`config.mk`:
```
export PLATFORM = sky130hd
export DESIGN_NAME = mcs_uart_rx
export DESIGN_NICKNAME = d
export VERILOG_FILES = /design/src/rtl/mcs_io_pkg.sv /design/src/rtl/uart_rx_fifo.sv /design/src/rtl/mcs_uart_rx.sv
export SDC_FILE = /design/constraint.sdc
export NUM_CORES = 1
export LEC_CHECK = 0
export ABC_CLOCK_PERIOD_IN_PS = 6500
export BUFFER_PORTS_ARGS = -buffer_cell sky130_fd_sc_hd__clkbuf_2
export CELL_PAD_IN_SITES_DETAIL_PLACEMENT = 0
export CELL_PAD_IN_SITES_GLOBAL_PLACEMENT = 1
export CORE_ASPECT_RATIO = 1.1
export CORE_MARGIN = 5
export CORE_UTILIZATION = 51
export DETAILED_ROUTE_END_ITERATION = 8
export GPL_TIMING_DRIVEN = 0
export PLACE_DENSITY_LB_ADDON = 0.1
export SLEW_MARGIN = 20
export SYNTH_ARGS = -nofsm -noshare
export SYNTH_HDL_FRONTEND = slang
export SYNTH_HIERARCHICAL = 1
export SYNTH_SLANG_ARGS = --single-unit
```
`constraint.sdc`:
```
create_clock -name CLK -period 6.5 [get_ports CLK]
set_input_delay 0.65 -clock CLK [delete_from_list [all_inputs] [get_ports CLK]]
set_output_delay 0.65 -clock CLK [all_outputs]
set_load 0.1 [all_outputs]
```
`src/rtl/mcs_io_pkg.sv`:
```
// Shared definitions for MCS I/O bus responders: register offsets, STATUS layout
// and the receiver FSM state encoding.
package mcs_io_pkg;

    localparam logic [1:0] RXDATA_OFS = 2'd0;
    localparam logic [1:0] STATUS_OFS = 2'd1;

    localparam int ST_VALID     = 0;
    localparam int ST_FULL      = 1;
    localparam int ST_OVERRUN   = 2;
    localparam int ST_FRAME_ERR = 3;
    localparam int ST_COUNT_LSB = 8;
    localparam int ST_COUNT_W   = 5;

    typedef enum logic [1:0] {
        RX_IDLE  = 2'd0,
        RX_START = 2'd1,
        RX_DATA  = 2'd2,
        RX_STOP  = 2'd3
    } rx_state_e;

    function automatic logic [31:0] pack_status(
        input logic                  valid,
        input logic                  full,
        input logic                  overrun,
        input logic                  frame_err,
        input logic [ST_COUNT_W-1:0] count
    );
        logic [31:0] s;
        s                                = '0;
        s[ST_VALID]                      = valid;
        s[ST_FULL]                       = full;
        s[ST_OVERRUN]                    = overrun;
        s[ST_FRAME_ERR]                  = frame_err;
        s[ST_COUNT_LSB +: ST_COUNT_W]    = count;
        return s;
    endfunction

endpackage

```
`src/rtl/uart_rx_fifo.sv`:
```
// Byte-wide synchronous FIFO with first-word fall-through head. A push while
// full is accepted when a pop happens in the same cycle.
module uart_rx_fifo #(
    parameter int DEPTH = 16
) (
    input  logic                   clk_i,
    input  logic                   rst_i,
    input  logic                   push,
    input  logic                   pop,
    input  logic [7:0]             din,
    output logic [7:0]             dout,
    output logic [$clog2(DEPTH):0] count,
    output logic                   full,
    output logic                   empty
);
    localparam int AW = $clog2(DEPTH);
    localparam int CW = AW + 1;

    logic [7:0]    mem_q [DEPTH];
    logic [AW-1:0] rd_ptr_q;
    logic [AW-1:0] wr_ptr_q;
    logic [CW-1:0] count_q;
    logic          do_push;
    logic          do_pop;

    assign empty   = (count_q == '0);
    assign full    = (count_q == CW'(DEPTH));
    assign do_pop  = pop & ~empty;
    assign do_push = push & (~full | do_pop);
    assign dout    = mem_q[rd_ptr_q];
    assign count   = count_q;

    always_ff @(posedge clk_i) begin
        if (do_push) begin
            mem_q[wr_ptr_q] <= din;
        end
    end

    always_ff @(posedge clk_i) begin
        if (rst_i) begin
            rd_ptr_q <= '0;
            wr_ptr_q <= '0;
            count_q  <= '0;
        end else begin
            if (do_push) begin
                wr_ptr_q <= wr_ptr_q + AW'(1);
            end
            if (do_pop) begin
                rd_ptr_q <= rd_ptr_q + AW'(1);
            end
            count_q <= count_q + CW'(do_push) - CW'(do_pop);
        end
    end

endmodule

```
`src/rtl/mcs_uart_rx.sv`:
```
// UART receiver with a byte FIFO, read by firmware over the MicroBlaze MCS I/O
// bus. Holds the input synchronizer, the frame FSM, bus decode and sticky flags.
module mcs_uart_rx
    import mcs_io_pkg::*;
#(
    parameter int          CLK_HZ    = 50_000_000,
    parameter int          BAUD      = 115200,
    parameter int          DEPTH     = 16,
    parameter logic [31:0] BASE_ADDR = 32'hC000_0010
) (
    input  logic        CLK,
    input  logic        RST,
    input  logic        RXD,
    input  logic [31:0] IO_Address,
    input  logic        IO_Addr_Strobe,
    input  logic        IO_Read_Strobe,
    input  logic        IO_Write_Strobe,
    input  logic [3:0]  IO_Byte_Enable,
    input  logic [31:0] IO_Write_Data,
    output logic [31:0] IO_Read_Data,
    output logic        IO_Ready,
    output logic        RX_IRQ
);
    localparam int CPB   = CLK_HZ / BAUD;
    localparam int CNT_W = $clog2(CPB);
    localparam int CW    = $clog2(DEPTH) + 1;
    localparam logic [CNT_W-1:0] CNT_LAST = CNT_W'(CPB - 1);
    localparam logic [CNT_W-1:0] CNT_HALF = CNT_W'(CPB / 2);

    logic             rxd_s1_q, rxd_s2_q, rxd_edge_q;
    logic             line, fall;
    rx_state_e        state_q, state_d;
    logic [CNT_W-1:0] cnt_q, cnt_d;
    logic [2:0]       bit_q, bit_d;
    logic [7:0]       shift_q, shift_d;
    logic             push_req, frame_set, stop_sample;

    logic             ready_q, rd_q;
    logic [1:0]       ofs_q;
    logic [1:0]       clr_q;
    logic [31:0]      status_q;
    logic             ovr_q, ferr_q;
    logic             sel, pop_req, ovr_set;

    logic [7:0]       fifo_dout;
    logic [CW-1:0]    fifo_count;
    logic             fifo_full, fifo_empty;
    logic             unused_bits;

    // Synchronizer and edge register idle high so reset never fakes a start bit.
    always_ff @(posedge CLK) begin
        if (RST) begin
            rxd_s1_q   <= 1'b1;
            rxd_s2_q   <= 1'b1;
            rxd_edge_q <= 1'b1;
        end else begin
            rxd_s1_q   <= RXD;
            rxd_s2_q   <= rxd_s1_q;
            rxd_edge_q <= rxd_s2_q;
        end
    end

    assign line = rxd_s2_q;
    assign fall = rxd_edge_q & ~rxd_s2_q;

    always_ff @(posedge CLK) begin
        if (RST) begin
            state_q <= RX_IDLE;
            cnt_q   <= '0;
            bit_q   <= '0;
            shift_q <= '0;
        end else begin
            state_q <= state_d;
            cnt_q   <= cnt_d;
            bit_q   <= bit_d;
            shift_q <= shift_d;
        end
    end

    always_comb begin
        state_d = state_q;
        cnt_d   = cnt_q + CNT_W'(1);
        bit_d   = bit_q;
        shift_d = shift_q;
        unique case (state_q)
            RX_IDLE: begin
                cnt_d = '0;
                bit_d = '0;
                if (fall) state_d = RX_START;
            end
            RX_START: begin
                if (cnt_q == CNT_HALF) begin
                    cnt_d   = '0;
                    state_d = line ? RX_IDLE : RX_DATA;
                end
            end
            RX_DATA: begin
                if (cnt_q == CNT_LAST) begin
                    cnt_d   = '0;
                    shift_d = {line, shift_q[7:1]};
                    bit_d   = bit_q + 3'd1;
                    if (bit_q == 3'd7) state_d = RX_STOP;
                end
            end
            RX_STOP: begin
                if (cnt_q == CNT_LAST) begin
                    cnt_d   = '0;
                    state_d = RX_IDLE;
                end
            end
            default: state_d = RX_IDLE;
        endcase
    end

    always_comb begin
        stop_sample = (state_q == RX_STOP) && (cnt_q == CNT_LAST);
        push_req    = stop_sample & line;
        frame_set   = stop_sample & ~line;
    end

    assign sel     = IO_Addr_Strobe & (IO_Address[31:4] == BASE_ADDR[31:4]);
    assign pop_req = ready_q & rd_q & (ofs_q == RXDATA_OFS);
    assign ovr_set = push_req & fifo_full & ~pop_req;

    // STATUS is snapshotted in the request cycle; RXDATA is taken live in the ack cycle.
    always_ff @(posedge CLK) begin
        if (RST) begin
            ready_q  <= 1'b0;
            rd_q     <= 1'b0;
            ofs_q    <= '0;
            clr_q    <= '0;
            status_q <= '0;
            ovr_q    <= 1'b0;
            ferr_q   <= 1'b0;
        end else begin
            ready_q  <= sel;
            rd_q     <= sel & IO_Read_Strobe;
            ofs_q    <= IO_Address[3:2];
            clr_q    <= (sel && IO_Write_Strobe && IO_Byte_Enable[0] &&
                         IO_Address[3:2] == STATUS_OFS) ? IO_Write_Data[3:2] : 2'b00;
            status_q <= pack_status(~fifo_empty, fifo_full, ovr_q, ferr_q,
                                    ST_COUNT_W'(fifo_count));
            ovr_q    <= (ovr_q & ~clr_q[0]) | ovr_set;
            ferr_q   <= (ferr_q & ~clr_q[1]) | frame_set;
        end
    end

    always_comb begin
        IO_Read_Data = '0;
        if (ready_q && rd_q) begin
            case (ofs_q)
                RXDATA_OFS: IO_Read_Data = {24'b0, fifo_empty ? 8'h00 : fifo_dout};
                STATUS_OFS: IO_Read_Data = status_q;
                default:    IO_Read_Data = '0;
            endcase
        end
    end

    assign IO_Ready = ready_q;
    assign RX_IRQ   = ~fifo_empty;

    uart_rx_fifo #(
        .DEPTH(DEPTH)
    ) u_fifo (
        .clk_i (CLK),
        .rst_i (RST),
        .push  (push_req),
        .pop   (pop_req),
        .din   (shift_q),
        .dout  (fifo_dout),
        .count (fifo_count),
        .full  (fifo_full),
        .empty (fifo_empty)
    );

    assign unused_bits = ^{IO_Address[1:0], IO_Write_Data[31:4], IO_Write_Data[1:0],
                           IO_Byte_Enable[3:1]};

endmodule

```
==> flow_summary.json <==
{
  "outcome": "completed",
  "synth-seq-cells": 187,
  "crit_type": "register to register",
  "cp.buffers_inverters": 3,
  "initial_core_util_pct": 51.7,
  "yosysUniqueCellTypes": 54,
  "cp.required_ns": 6.86,
  "cts_hold_buf": 0,
  "die-height_um": 139,
  "p_leak_nw": 3.26,
  "cts_setup_buffers": 0,
  "critical_path.reg2reg.startpoint": "cnt_q[6]",
  "syn_inst": 516,
  "die_area_mm2": 0.0177,
  "max_freq_mhz": 269,
  "clk_latency_ns": 0.42,
  "antenna_left": 0,
  "vias": 4426,
  "dp_cells": 786,
  "r2r_cells": 14,
  "cp.arrival_ns": 4.07,
  "hold_path.class": "primary input to register",
  "nNetsFinal": 699,
  "max_slew.worst_pin.slew_ns": 0.987,
  "slowest_stage": "or4_1",
  "holdWs_ns": 0.415,
  "grt_pass1_wl_um": 24400,
  "port-buffer-count": 53,
  "ios": 108,
  "ys_seq_area_share_pct": 65.1,
  "powerDensity_mw_per_mm2": 260,
  "clk_root_buffer_cell": "clkbuf_16",
  "min_period_ns": 3.72,
  "synth-edff-count": 128,
  "vdd_drop_max_uv": 175,
  "layout-area-overhead-vs-synth_pct": 15.2,
  "utilization_pct": 59.5,
  "synth-main-ff-cell": "edfxtp_1",
  "drtPass1Iterations": 4,
  "cp_cell_sequence": "nand4b_2, or4_1, buf_2, nor2_1, o21ai_1, buf_4, ha_1, inv_1, ha_1, fa_1, a21oi_1, nor2_1, or3_1, a21oi_1",
  "cts_max_level": 4,
  "wirelength_um": 15200,
  "timing.setup.tns_ns": 0,
  "fin_skew_ns": 0.0111,
  "clk_pin_slew_ns": 0.07,
  "drt_iter0_drc": 322,
  "crit_end": "u_fifo/count[4]",
  "grt.total_usage_pct": 18.2,
  "drv_cap": 0,
  "crit_start": "cnt_q[6]",
  "pre_cts_ws_ns": 2.80,
  "die_x_um": 127,
  "synth.avg_cell_area_um2": 15.0,
  "layout_common_cells": "edfxtp_1, dfxtp_1, clkbuf_2",
  "cts_tree": "done",
  "grt_max_degree": 19,
  "setup_viol": 0,
  "max-clock-path-buffers": 2,
  "cts.sinks": 187,
  "grt_pass1_vias": 4581,
  "cts_resized": 0,
  "grt-ovfl-total": 0,
  "syn_area_mm2": 0.00772,
  "finalWorstSetupSlack_ns": 2.78,
  "wl_per_cell_um": 18.6,
  "drc_errors": 0,
  "hold_viol_final": 0,
  "final_common_cell": "edfxtp_1",
  "synth-async-reset-ratio_pct": 0,
  "startpoint_type": "register",
  "dpl_cell_area_mm2": 0.00834,
  "core_mm2": 0.0149,
  "worstPathMaxFanout": 10,
  "relSlewSlack_pct": 33.9,
  "dp_hpwl_um": 10600,
  "yosys_warnings": 6,
  "drive_gt1_share_pct": 23.3,
  "num_rows": 47,
  "place_congestion": 0.789,
  "vias_per_cell": 5.41,
  "r2r_setup_slack_ns": 2.78,
  "cts_buffers": 17,
  "power.total_mw": 2.31,
  "antenna_found_initial": 0,
  "stdcell_count": 818,
  "cp-end-kind": "register",
  "grt_setup_unrepaired": "false",
  "worst-path-stages": 14,
  "crit_family": "simple AND/OR/NAND/NOR gates",
  "finalMaxSlewViolations": 0,
  "rr_endpoint": "u_fifo/count[4]",
  "postLayoutCellArea_mm2": 0.00889,
  "antenna_cells": 0,
  "post-route-period-util_pct": 57.2,
  "max_stage_delay_ns": 0.50
}
## how the worst min path moves through the flow
stage,from,to,slack [ns],cells past startpoint
2_1_floorplan,rxd_s1_q,line,0.39,1
3_3_place_gp,rxd_s1_q,line,0.39,1
3_5_place_dp,rxd_s1_q,line,0.40,1
4_1_cts,RXD,rxd_s1_q,0.39,2
5_1_grt,RXD,rxd_s1_q,0.41,2
6_report,RXD,rxd_s1_q,0.41,2
## synth_stat cells, drive strengths merged (8+ instances only)
cell type / number / area share [%]
ha: 15 / 2.4
mux2i: 9 / 1.2
and3: 9 / 0.73
xor2: 10 / 1.1
nor2: 43 / 2.1
a22oi: 17 / 1.7
inv: 14 / 0.68
nand2: 18 / 0.88
nor2b: 15 / 1.2
buf: 30 / 2.9
and2: 14 / 1.1
edfxtp: 128 / 50
dfxtp: 59 / 15
nand3: 13 / 0.84
o21ai: 8 / 0.52
clkbuf: 9 / 0.44
mux4: 32 / 10
## area by class of cell
type                    instances  area, µm²
plain buffers                  42        284
flip-flops and latches        187       5020
multi-input cells             291       2440
clock inverters                14        130
well taps                     196        245
clock buffers                  18        429
inverters                      14       52.6
fillers                      1213       6040
repair buffers                 56        288
## where the power goes
part           internal (mW)  switching (mW)  total, mW
logic                 0.0195          0.0599     0.0794
clock network          0.560           0.416      0.975
registers               1.26         0.00111       1.26
total                   1.84           0.477       2.31
## cell families after synthesis
logic type | share of synthesized area (%)
buffers and inverters | 4.36
AO/OA/AOI/OAI | 4.00
AND/OR/NAND/NOR | 10.8
flip-flops | 65.1
other | 0.0486
XOR/XNOR | 1.82
multiplexers | 11.2
adder cells (fa/ha/maj) | 2.69
## flip-flops by register name (all words and copies together), names as in the netlist, named ones only
| signal | count |
|---|---|
| IO_Ready | 1 |
| bit_q | 3 |
| clr_q | 2 |
| cnt_q | 9 |
| ferr_q | 1 |
| line | 1 |
| ofs_q | 2 |
| ovr_q | 1 |
| rd_q | 1 |
| rxd_edge_q | 1 |
| rxd_s1_q | 1 |
| shift_q | 8 |
| state_q | 1 |
| status_q | 9 |
| u_fifo/count | 5 |
| u_fifo/mem_q | 128 |
| u_fifo/rd_ptr_q | 4 |
| u_fifo/wr_ptr_q | 4 |
## routing by layer
layer | GRT usage, % | up-vias | routed length, µm
met4 | 7.06 | 0 | 262
met3 | 3.58 | 17 | 834
li1 | - | 2097 | -
met1 | 23.5 | 2195 | 6330
met5 | 0 | - | 0
met2 | 30.2 | 117 | 7770
No activity file was read; power rests on OpenSTA's default activity.
